## config.mk

```make
export PLATFORM = sky130hd
export DESIGN_NAME = decode_queue
export DESIGN_NICKNAME = d
export VERILOG_FILES = /design/src/rtl/decode_queue.sv
export SDC_FILE = /design/constraint.sdc
export NUM_CORES = 1
export LEC_CHECK = 0
export CORE_AREA = 2 2 197 199
export CTS_CLUSTER_DIAMETER = 30
export DETAILED_ROUTE_END_ITERATION = 12
export DIE_AREA = 0 0 199 201
export PLACE_DENSITY = 0.87
export SLEW_MARGIN = 20
export SYNTH_ARGS = -nofsm -noshare
export SYNTH_HDL_FRONTEND = slang
export SYNTH_SLANG_ARGS = --single-unit
```

## constraint.sdc

```tcl
create_clock -name clk -period 5.05 [get_ports clk]
set_input_delay 1.01 -clock clk [delete_from_list [all_inputs] [get_ports clk]]
set_output_delay 1.01 -clock clk [all_outputs]
set_load 0.05 [all_outputs]
```

## src/rtl/decode_queue.sv

```systemverilog
// Decode queue: DEPTH-entry instruction FIFO, decoding at the head and a registered issue bundle
// toward RoB + RS/LSB. Define DECODE_CDB_BYPASS_EN to forward a same-cycle CDB result into operands.
`ifndef ROB_SIZE_WIDTH
`define ROB_SIZE_WIDTH 4
`endif

module decode_queue #(
  parameter int DEPTH = 4,
  parameter int ROB_W = `ROB_SIZE_WIDTH
) (
  input  logic             clk,
  input  logic             rst,
  input  logic             rdy,
  input  logic             flush,
  input  logic             instr_ready,
  input  logic [31:0]      instr_in,
  input  logic [31:0]      instr_addr_in,
  output logic             queue_full,
  input  logic             rob_full,
  input  logic             rs_full,
  input  logic             lsb_full,
  output logic [4:0]       reg_id1,
  output logic [4:0]       reg_id2,
  input  logic [31:0]      reg_value1_in,
  input  logic [31:0]      reg_value2_in,
  input  logic             has_dep1_in,
  input  logic             has_dep2_in,
  input  logic [ROB_W-1:0] v_rob_id1_in,
  input  logic [ROB_W-1:0] v_rob_id2_in,
  input  logic [ROB_W-1:0] rd_rob_id_in,
  input  logic             cdb_valid,
  input  logic [ROB_W-1:0] cdb_rob_id,
  input  logic [31:0]      cdb_value,
  output logic             issue_valid,
  output logic             issue_to_rs,
  output logic             issue_to_lsb,
  output logic [31:0]      instr_out,
  output logic [31:0]      instr_addr_out,
  output logic [31:0]      imm_out,
  output logic [2:0]       op_out,
  output logic [6:0]       type_out,
  output logic [4:0]       rd_out,
  output logic [31:0]      val1,
  output logic [31:0]      val2,
  output logic             dep1,
  output logic             dep2,
  output logic [ROB_W-1:0] q1,
  output logic [ROB_W-1:0] q2,
  output logic [ROB_W-1:0] rd_rob_id_out
);

  localparam int PW = $clog2(DEPTH);
  localparam int CW = PW + 1;

  localparam logic [6:0] OPC_LUI   = 7'b0110111;
  localparam logic [6:0] OPC_AUIPC = 7'b0010111;
  localparam logic [6:0] OPC_JAL   = 7'b1101111;
  localparam logic [6:0] OPC_JALR  = 7'b1100111;
  localparam logic [6:0] OPC_B     = 7'b1100011;
  localparam logic [6:0] OPC_LD    = 7'b0000011;
  localparam logic [6:0] OPC_S     = 7'b0100011;
  localparam logic [6:0] OPC_I     = 7'b0010011;
  localparam logic [6:0] OPC_R     = 7'b0110011;

  typedef struct packed {
    logic             to_rs;
    logic             to_lsb;
    logic [31:0]      instr;
    logic [31:0]      addr;
    logic [31:0]      imm;
    logic [2:0]       op;
    logic [6:0]       typ;
    logic [4:0]       rd;
    logic [31:0]      val1;
    logic [31:0]      val2;
    logic             dep1;
    logic             dep2;
    logic [ROB_W-1:0] q1;
    logic [ROB_W-1:0] q2;
    logic [ROB_W-1:0] rd_tag;
  } bundle_t;

  logic [31:0]   instr_mem [DEPTH];
  logic [31:0]   addr_mem  [DEPTH];
  logic [PW-1:0] head_q, head_d, tail_q, tail_d;
  logic [CW-1:0] count_q, count_d;
  logic          issue_valid_q, issue_valid_d;
  bundle_t       bundle_q, bundle_d, issue_bundle;

  logic [31:0] head_instr, head_addr, head_imm;
  logic [6:0]  opcode;
  logic        is_lsb, has_rs1, has_rs2, has_rd, fire, push;

  assign head_instr = instr_mem[head_q];
  assign head_addr  = addr_mem[head_q];
  assign opcode     = head_instr[6:0];
  assign reg_id1    = head_instr[19:15];
  assign reg_id2    = head_instr[24:20];

  assign is_lsb  = (opcode == OPC_LD) || (opcode == OPC_S);
  assign has_rs1 = !((opcode == OPC_LUI) || (opcode == OPC_AUIPC) || (opcode == OPC_JAL));
  assign has_rs2 = (opcode == OPC_R) || (opcode == OPC_S) || (opcode == OPC_B);
  assign has_rd  = !((opcode == OPC_B) || (opcode == OPC_S)) && (head_instr[11:7] != 5'd0);

  // A full queue still accepts a word when the head leaves in the same cycle.
  assign fire = rdy && !flush && (count_q != '0) && !rob_full && !(is_lsb ? lsb_full : rs_full);
  assign push = rdy && !flush && instr_ready && ((count_q != CW'(DEPTH)) || fire);
  assign queue_full = (count_q == CW'(DEPTH));

  always_comb begin
    head_imm = '0;
    case (opcode)
      OPC_LUI, OPC_AUIPC:  head_imm = {head_instr[31:12], 12'h000};
      OPC_JAL:             head_imm = {{12{head_instr[31]}}, head_instr[19:12], head_instr[20],
                                       head_instr[30:21], 1'b0};
      OPC_I, OPC_JALR, OPC_LD: head_imm = {{20{head_instr[31]}}, head_instr[31:20]};
      OPC_B:               head_imm = {{20{head_instr[31]}}, head_instr[7], head_instr[30:25],
                                       head_instr[11:8], 1'b0};
      OPC_S:               head_imm = {{20{head_instr[31]}}, head_instr[31:25], head_instr[11:7]};
      default:             head_imm = '0;
    endcase
  end

  // Operand resolution: index 0 is rs1, index 1 is rs2.
  logic [31:0]      opnd_val_in [2];
  logic             opnd_dep_in [2];
  logic [ROB_W-1:0] opnd_q_in   [2];
  logic             opnd_used   [2];
  logic [31:0]      opnd_val    [2];
  logic             opnd_dep    [2];
  logic [ROB_W-1:0] opnd_q      [2];

  assign opnd_val_in[0] = reg_value1_in;
  assign opnd_val_in[1] = reg_value2_in;
  assign opnd_dep_in[0] = has_dep1_in;
  assign opnd_dep_in[1] = has_dep2_in;
  assign opnd_q_in[0]   = v_rob_id1_in;
  assign opnd_q_in[1]   = v_rob_id2_in;
  assign opnd_used[0]   = has_rs1;
  assign opnd_used[1]   = has_rs2;

`ifndef DECODE_CDB_BYPASS_EN
  logic unused_cdb;
  assign unused_cdb = ^{cdb_valid, cdb_rob_id, cdb_value};
`endif

  for (genvar gi = 0; gi < 2; gi++) begin : g_opnd
    logic hit;
`ifdef DECODE_CDB_BYPASS_EN
    assign hit = cdb_valid && opnd_dep_in[gi] && (opnd_q_in[gi] == cdb_rob_id);
`else
    assign hit = 1'b0;
`endif
    assign opnd_val[gi] = !opnd_used[gi] ? '0 : (hit ? cdb_value : opnd_val_in[gi]);
    assign opnd_dep[gi] = opnd_used[gi] && opnd_dep_in[gi] && !hit;
    assign opnd_q[gi]   = (!opnd_used[gi] || hit) ? '0 : opnd_q_in[gi];
  end

  always_comb begin
    issue_bundle        = '0;
    issue_bundle.to_rs  = !is_lsb;
    issue_bundle.to_lsb = is_lsb;
    issue_bundle.instr  = head_instr;
    issue_bundle.addr   = head_addr;
    issue_bundle.imm    = head_imm;
    issue_bundle.op     = head_instr[14:12];
    issue_bundle.typ    = opcode;
    issue_bundle.rd     = has_rd ? head_instr[11:7] : 5'd0;
    issue_bundle.val1   = opnd_val[0];
    issue_bundle.val2   = opnd_val[1];
    issue_bundle.dep1   = opnd_dep[0];
    issue_bundle.dep2   = opnd_dep[1];
    issue_bundle.q1     = opnd_q[0];
    issue_bundle.q2     = opnd_q[1];
    issue_bundle.rd_tag = has_rd ? rd_rob_id_in : '0;
  end

  always_comb begin
    head_d        = head_q;
    tail_d        = tail_q;
    count_d       = count_q;
    bundle_d      = bundle_q;
    issue_valid_d = 1'b0;
    if (rdy && flush) begin
      head_d  = '0;
      tail_d  = '0;
      count_d = '0;
    end else begin
      if (fire) begin
        bundle_d      = issue_bundle;
        issue_valid_d = 1'b1;
        head_d        = head_q + 1'b1;
      end
      if (push) tail_d = tail_q + 1'b1;
      case ({push, fire})
        2'b10:   count_d = count_q + 1'b1;
        2'b01:   count_d = count_q - 1'b1;
        default: count_d = count_q;
      endcase
    end
  end

  always_ff @(posedge clk or negedge rst) begin
    if (!rst) begin
      head_q        <= '0;
      tail_q        <= '0;
      count_q       <= '0;
      issue_valid_q <= 1'b0;
      bundle_q      <= '0;
    end else begin
      head_q        <= head_d;
      tail_q        <= tail_d;
      count_q       <= count_d;
      issue_valid_q <= issue_valid_d;
      bundle_q      <= bundle_d;
    end
  end

  always_ff @(posedge clk) begin
    if (push) begin
      instr_mem[tail_q] <= instr_in;
      addr_mem[tail_q]  <= instr_addr_in;
    end
  end

  assign issue_valid    = issue_valid_q;
  assign issue_to_rs    = bundle_q.to_rs;
  assign issue_to_lsb   = bundle_q.to_lsb;
  assign instr_out      = bundle_q.instr;
  assign instr_addr_out = bundle_q.addr;
  assign imm_out        = bundle_q.imm;
  assign op_out         = bundle_q.op;
  assign type_out       = bundle_q.typ;
  assign rd_out         = bundle_q.rd;
  assign val1           = bundle_q.val1;
  assign val2           = bundle_q.val2;
  assign dep1           = bundle_q.dep1;
  assign dep2           = bundle_q.dep2;
  assign q1             = bundle_q.q1;
  assign q2             = bundle_q.q2;
  assign rd_rob_id_out  = bundle_q.rd_tag;

endmodule

```

==> metrics.yaml, run 1 <==
cts_tree: "built"
seq_area_um2: 12400
synth_fa_ha_area_share_pct: 0.417
grt_setup_unrepaired: "no"
grt_pass1_vias: 11700
core-area_um2: 38100
fillers: 2626
cp_slowest_stage_delay_ps: 780
multi_input_area_um2: 3940
powerDensity_nw_per_um2: 609
fp-row-count: 72
route.detailed.drc: 0
holdBufCountCts: 0
start_util_pct: 44.1
die_w_um: 199
gp_congestion: 0.800
clk_path_buf_depth: 3
grt_use_total_pct: 22.9
synth_top_family_by_area: "multiplexers"
hold-path-endpoint: "instr_out[30]"
grt_start_max_net_pins: 103
syn_avg_cell_area_um2: 16.0
grt_overflow: 0
ys_warn_count: 0
synthSimpleGateAreaFrac_pct: 6.94
fmax_mhz: 234
startpoint: "head_q[0]"
crit_family: "buffers and inverters"
io_pins: 390
hold_depth: 2
root_buffer: "clkbuf_16"
fin_setup_tns_ps: 0
r2r-start: "head_q[0]"
drtIter0Drc: 660
path_max_fanout: 43
reg2reg_slack_ps: 1130
hp-class: "register to register"
dp_hpwl_mm: 28.0
htreeDepth: 3
synth_area_leaders: "edfxtp_1, dfrtp_1, mux4_2"
critical_path_arrival_ps: 3270
ir_worst_vdd_uv: 492
cts.clk_slew.worst_paths_ps: 50
synth_top_cell_area_share_pct: 45.7
synth_xor_area_share_pct: 0.104
yosys.area.top_type: "edfxtp_1"
final.setup_skew_ps: 30.3
relSlewSlack_pct: 37.5
area.growth.synth_to_final_pct: 41.5
ant_nets: 0
routedWlPerCell_um: 22.4
ys_dominant_reg_cell: "edfxtp_1"
drt_wl_total_mm: 45.4
dr.pass1.iters: 4
antenna_found_initial: 2
slowest_stage: "dfrtp_4"
syn_area_um2: 16800
yosysMostFrequentCell: "edfxtp_1"
p_leak_nw: 9.22
synthArstFlopShare_pct: 42.5
crit_chain: "buf_12 > mux4_2 > clkdlybuf4s50_1"
ys_types: 49
synth_nets: 1245
num_vias: 10700
rr_endpoint: "imm_out[29]"
finalSetupViolCount: 0
cts_resized: 0
synth_edf_count: 256
drive_above_1_share_pct: 16.1
period_minus_slack_ps: 4280
status: "completed"
grt_pass1_wl_mm: 68.3
stdcell_count: 2025
postCtsSetupRepairBufs: 0
synth-seq-cells: 445
worstPathRequired_ps: 4040
dieArea_um2: 40000
syn_inst: 1053
hold_viol: 0
die_h_um: 201
cp-end-kind: "primary output"
synthTopCellsByCount: "edfxtp_1, nand2_1, dfrtp_1"
dp_cells: 1865
portBuffers: 352
max_cap_viol_count: 0
worstHoldStart: "instr_out[30]"
path_buf_inv: 2
viasPerCell: 5.30
reg2reg_depth: 6
slew_viol_final: 0
insertion_delay_ps: 600
crit_type: "register to primary output"
yosysSeqAreaShare_pct: 73.8
synth-compound-area-share_pct: 6.92
cts.sinks: 445
synthMuxAreaShare_pct: 8.88
worstSetupStartpointType: "register"
cts-buffers-inserted: 84
worst_pin_slew_ps: 938
min_period_over_period_pct: 84.7
nets: 1625
==> area by class of cell <==
class / instances / share of cell area [%]
Inverter: 17 / 0.268
Clock buffer: 108 / 9.87
Clock inverter: 50 / 2.60
Antenna cell: 2 / 0.0210
Sequential cell: 445 / 52.2
Timing Repair Buffer: 370 / 15.8
Multi-Input combinational cell: 515 / 16.6
Tap cell: 518 / 2.72
==> cells by family after synthesis <==
| kind of cell | after synthesis |
|---|---|
| xor gates and xnor gates | 2 |
| buffers and inverters | 93 |
| adders and majority gates | 5 |
| muxes | 68 |
| and+or+nand+nor | 285 |
| DFF | 445 |
| AOI/OAI and AO/OA | 155 |
==> cell usage in the layout, fill, tap and decap left out, types with 3 or more instances in the layout <==
cell | Yosys | final
a21oi_1 | 22 | 22
a21oi_2 | 3 | 3
a221oi_1 | 4 | 4
a22o_1 | 81 | 81
a31oi_1 | 3 | 3
buf_12 | 0 | 7
buf_4 | 22 | 11
bufinv_16 | 0 | 10
clkbuf_1 | 11 | 14
clkbuf_16 | 0 | 89
clkbuf_8 | 0 | 6
clkdlybuf4s50_1 | 0 | 351
clkinv_2 | 0 | 10
clkinv_4 | 0 | 11
clkinvlp_4 | 0 | 4
dfrtp_1 | 189 | 187
edfxtp_1 | 256 | 256
ha_1 | 4 | 4
inv_1 | 17 | 16
inv_6 | 0 | 7
inv_8 | 0 | 3
mux2i_1 | 3 | 3
mux4_2 | 65 | 65
nand2_1 | 235 | 235
nand3_1 | 9 | 9
nor2_1 | 20 | 16
nor2_4 | 2 | 6
nor3_1 | 3 | 3
o21ai_0 | 26 | 26
o31ai_1 | 5 | 5
==> worst max-delay path by stage <==
stage / depth (start not counted) / to / slack, ps
after floorplan: 5 / addr_mem[0][0] / -240
after global placement: 7 / imm_out[25] / 1170
after detailed placement: 7 / imm_out[29] / 1080
after CTS: 3 / reg_id2[0] / 680
after global routing: 3 / reg_id2[0] / 580
final: 3 / reg_id2[0] / 770
==> power by group <==
part / internal, mW / switching, mW
clock network: 3.83 / 1.90
logic: 1.36 / 2.66
registers: 4.40 / 0.341
total: 9.60 / 4.90
==> metrics by stage <==
step           power [mW]  utilization, %  instance area (um2)  setup slack (ps)  hold slack, ps
6_report             14.5            62.5                23800               773             459
5_1_grt              15.0            62.5                23800               585             485
4_1_cts              14.6            62.4                23800               679             464
3_5_place_dp         8.82            54.7                20800              1080             455
3_3_place_gp         8.73            54.7                20800              1170             450
2_1_floorplan        7.36               -                16800              -242             515
==> layer usage <==
metal / share of wire (%) / track usage, % / vias to the layer above
met4: 4.2 / 11.5 / 0
li1: - / - / 4682
met5: 0 / 0 / -
met1: 38 / 26.5 / 5470
met3: 8.3 / 6.99 / 97
met2: 50 / 38.4 / 490
==> registers in the layout (all words and copies together), names as in the netlist, 2 cells and up <==
signal and count:
addr_mem 128, count_q 3, head_q 2, imm_out 32
instr_addr_out 32, instr_mem 128, instr_out 32, q1 4
q2 4, rd_out 5, rd_rob_id_out 4, tail_q 2
val1 32, val2 32
==> worst min-delay path, stage by stage (launching register included) <==
cell and delay, ps:
dfrtp_1 330, nand2_1 50, nand2_1 50
Note: power is estimated with default switching activity, not from simulation.
==> run 2: changes to the inputs <==
clock period = 3.6 ns   (was 5.05 ns; I/O delays follow)
==> run 2 against run 1 <==
Utilization is 0.72 points higher. Cell area is 1.2% higher. Final cell count is 1.0% higher. Register-to-register slack worse by 850 ps. Flip-flop and latch count stayed put.
==> metrics.yaml, run 2 (synthesis results as in run 1) <==
worstSetupStartpointType: "register"
io_pins: 390  # unchanged
drive_above_1_share_pct: 17.0  # +0.96 points
die_h_um: 201  # unchanged
hold_viol: 0  # unchanged
num_vias: 11000  # +2.3%
final.setup_skew_ps: 31.9  # +1.64 ps
portBuffers: 352  # unchanged
powerDensity_nw_per_um2: 859  # +41%
cp-end-kind: "primary output"
dp_hpwl_mm: 28.8  # +2.5%
path_max_fanout: 47  # +9.3%
p_clk_share_pct: 40.2  # +0.7 points
netSwitchingPower_mw: 6.96  # +42%
core-area_um2: 38100  # unchanged
crit_type: "register to primary output"
fmax_mhz: 290
grt_use_total_pct: 23.1  # +0.26 points
hp-class: "input pin to async pin"
dr.pass1.iters: 5  # +1
grt_overflow: 0  # unchanged
intPower_mw: 13.7  # +43%
area.growth.synth_to_final_pct: 43.1
insertion_delay_ps: 610  # about the same
finalSetupViolCount: 0  # unchanged
layout_commonest_cell: "clkdlybuf4s50_1"
max_cap_viol_count: 0  # unchanged
gp_congestion: 0.810  # +1.2%
worstPathRequired_ps: 2880  # -1160 ps
htreeDepth: 3  # unchanged
total_power_mw: 20.7  # +43%
power_frac_comb_pct: 27.6  # about the same
seq_area_um2: 12400  # unchanged
dieArea_um2: 40000  # unchanged
routedWlPerCell_um: 22.5  # +0.33%
grt_start_max_net_pins: 71  # -31%
fillers: 2591  # -1.3%
postCtsSetupRepairBufs: 0  # unchanged
route.detailed.drc: 0  # unchanged
slew_viol_final: 0  # unchanged
stdcell_count: 2046  # +1.0%
utilization_pct: 63.2  # +0.72 points
fp-row-count: 72  # unchanged
nets: 1642  # +1.0%
ant_nets: 0  # unchanged
cts.sinks: 445  # unchanged
viasPerCell: 5.37  # +1.3%
swShare_pct: 33.7  # -0.12 points
p_seq_share_pct: 32.2  # -0.5 points
critical_path_arrival_ps: 2730  # -540 ps
die_w_um: 199  # unchanged
mostFrequentLayoutCells: "clkdlybuf4s50_1, edfxtp_1, nand2_1"
cts-buffers-inserted: 89  # +6.0%
ir_worst_vdd_uv: 639  # +30%
grt_pass1_wl_mm: 69.2  # +1.3%
drtIter0Drc: 782  # +18%
reg.largest.list: "addr_mem (128), instr_mem (128)"
antenna_found_initial: 4  # +2
cts.clk_slew.worst_paths_ps: 50  # about the same
root_buffer: "clkbuf_16"
p_leak_nw: 9.36  # +1.6%
min_period_over_period_pct: 95.8
multi_input_area_um2: 3940  # unchanged
worst_pin_slew_ps: 731  # -207 ps
dp_cells: 1877  # +0.64%
grt_pass1_vias: 11800  # +0.93%
clk_path_buf_depth: 3  # unchanged
period_minus_slack_ps: 3450
drt_wl_total_mm: 46.1  # +1.4%
status: "completed"
relSlewSlack_pct: 51.1  # +14 points
grt_setup_unrepaired: "no"
cts_tree: "built"
start_util_pct: 44.1  # unchanged
==> run 2: cell count changes in the layout (fill, tap and decap cells not counted), moves of 3 or more <==
cell | before | now
dlygate4sd2_1 | 0 | 8
clkdlybuf4s50_1 | 351 | 341
clkinv_4 | 11 | 5
inv_8 | 3 | 0
buf_4 | 11 | 19
clkinvlp_4 | 4 | 9
clkinv_1 | 2 | 5
clkinv_2 | 10 | 13
inv_6 | 7 | 4
buf_12 | 7 | 13
clkbuf_16 | 89 | 94
==> run 2: path summary, 6_finish.rpt <==
check | startpoint | cells after the start | slack (ps) | end
min reg2reg | instr_addr_out[10] | 2 | 460 | instr_addr_out[10]
max reg2reg | head_q[0] | 7 | 280 | count_q[1]
max in group asynchronous | rst | 2 | 2600 | val1[8]
max | head_q[0] | 3 | 150 | reg_id2[0]
min | rst | 1 | 140 | val1[14]
min in group clk | instr_addr_out[10] | 2 | 460 | instr_addr_out[10]
==> run 2: area by class of cell <==
cell class / instances / share of cell area [%]
Clock buffer: 116 / 10.4
Multi-Input combinational cell: 515 / 16.4
Timing Repair Buffer: 382 / 16.2
Clock inverter: 51 / 2.47
Tap cell: 518 / 2.69
Inverter: 17 / 0.265
Sequential cell: 445 / 51.6
Antenna cell: 2 / 0.0208
==> run 2: repair_timing <==
action,in CTS,in global routing
endpoints found under the setup margin,8,0
hold buffers,0,0
gates resized for setup,8,0
==> run 2: routing by layer <==
metal  GRT usage, %  routed length, um
met5              0                 27
met4           11.9               2000
met3           7.16               4070
met2           38.5              22900
met1           27.0              17000
==> run 2: stage by stage <==
step                      hold WS, ps  setup TNS [ps]  setup WS, ps  instance area (um2)
final                             144               0           152                24100
after global routing              184               0          40.2                24100
after CTS                         159               0          85.5                24100
after detailed placement          455               0           271                21000
after global placement            452               0           296                21000
after floorplan                   424         -129960          -508                16800
==> run 2: worst max-delay path: stages, from the launching register on <==
cell and delay [ps]:
dfrtp_4 550, buf_12 340, mux4_2 690, dlygate4sd2_1 480
==> run 2: power by group through the flow <==
stage / clock network (mW) / logic (mW) / registers (mW)
6_report: 8.31 / 5.71 / 6.65
5_1_grt: 8.67 / 5.97 / 6.73
4_1_cts: 8.42 / 5.75 / 6.65
3_5_place_dp: 0 / 5.70 / 6.70
3_3_place_gp: 0 / 5.61 / 6.66
2_1_floorplan: 0 / 1.45 / 8.88
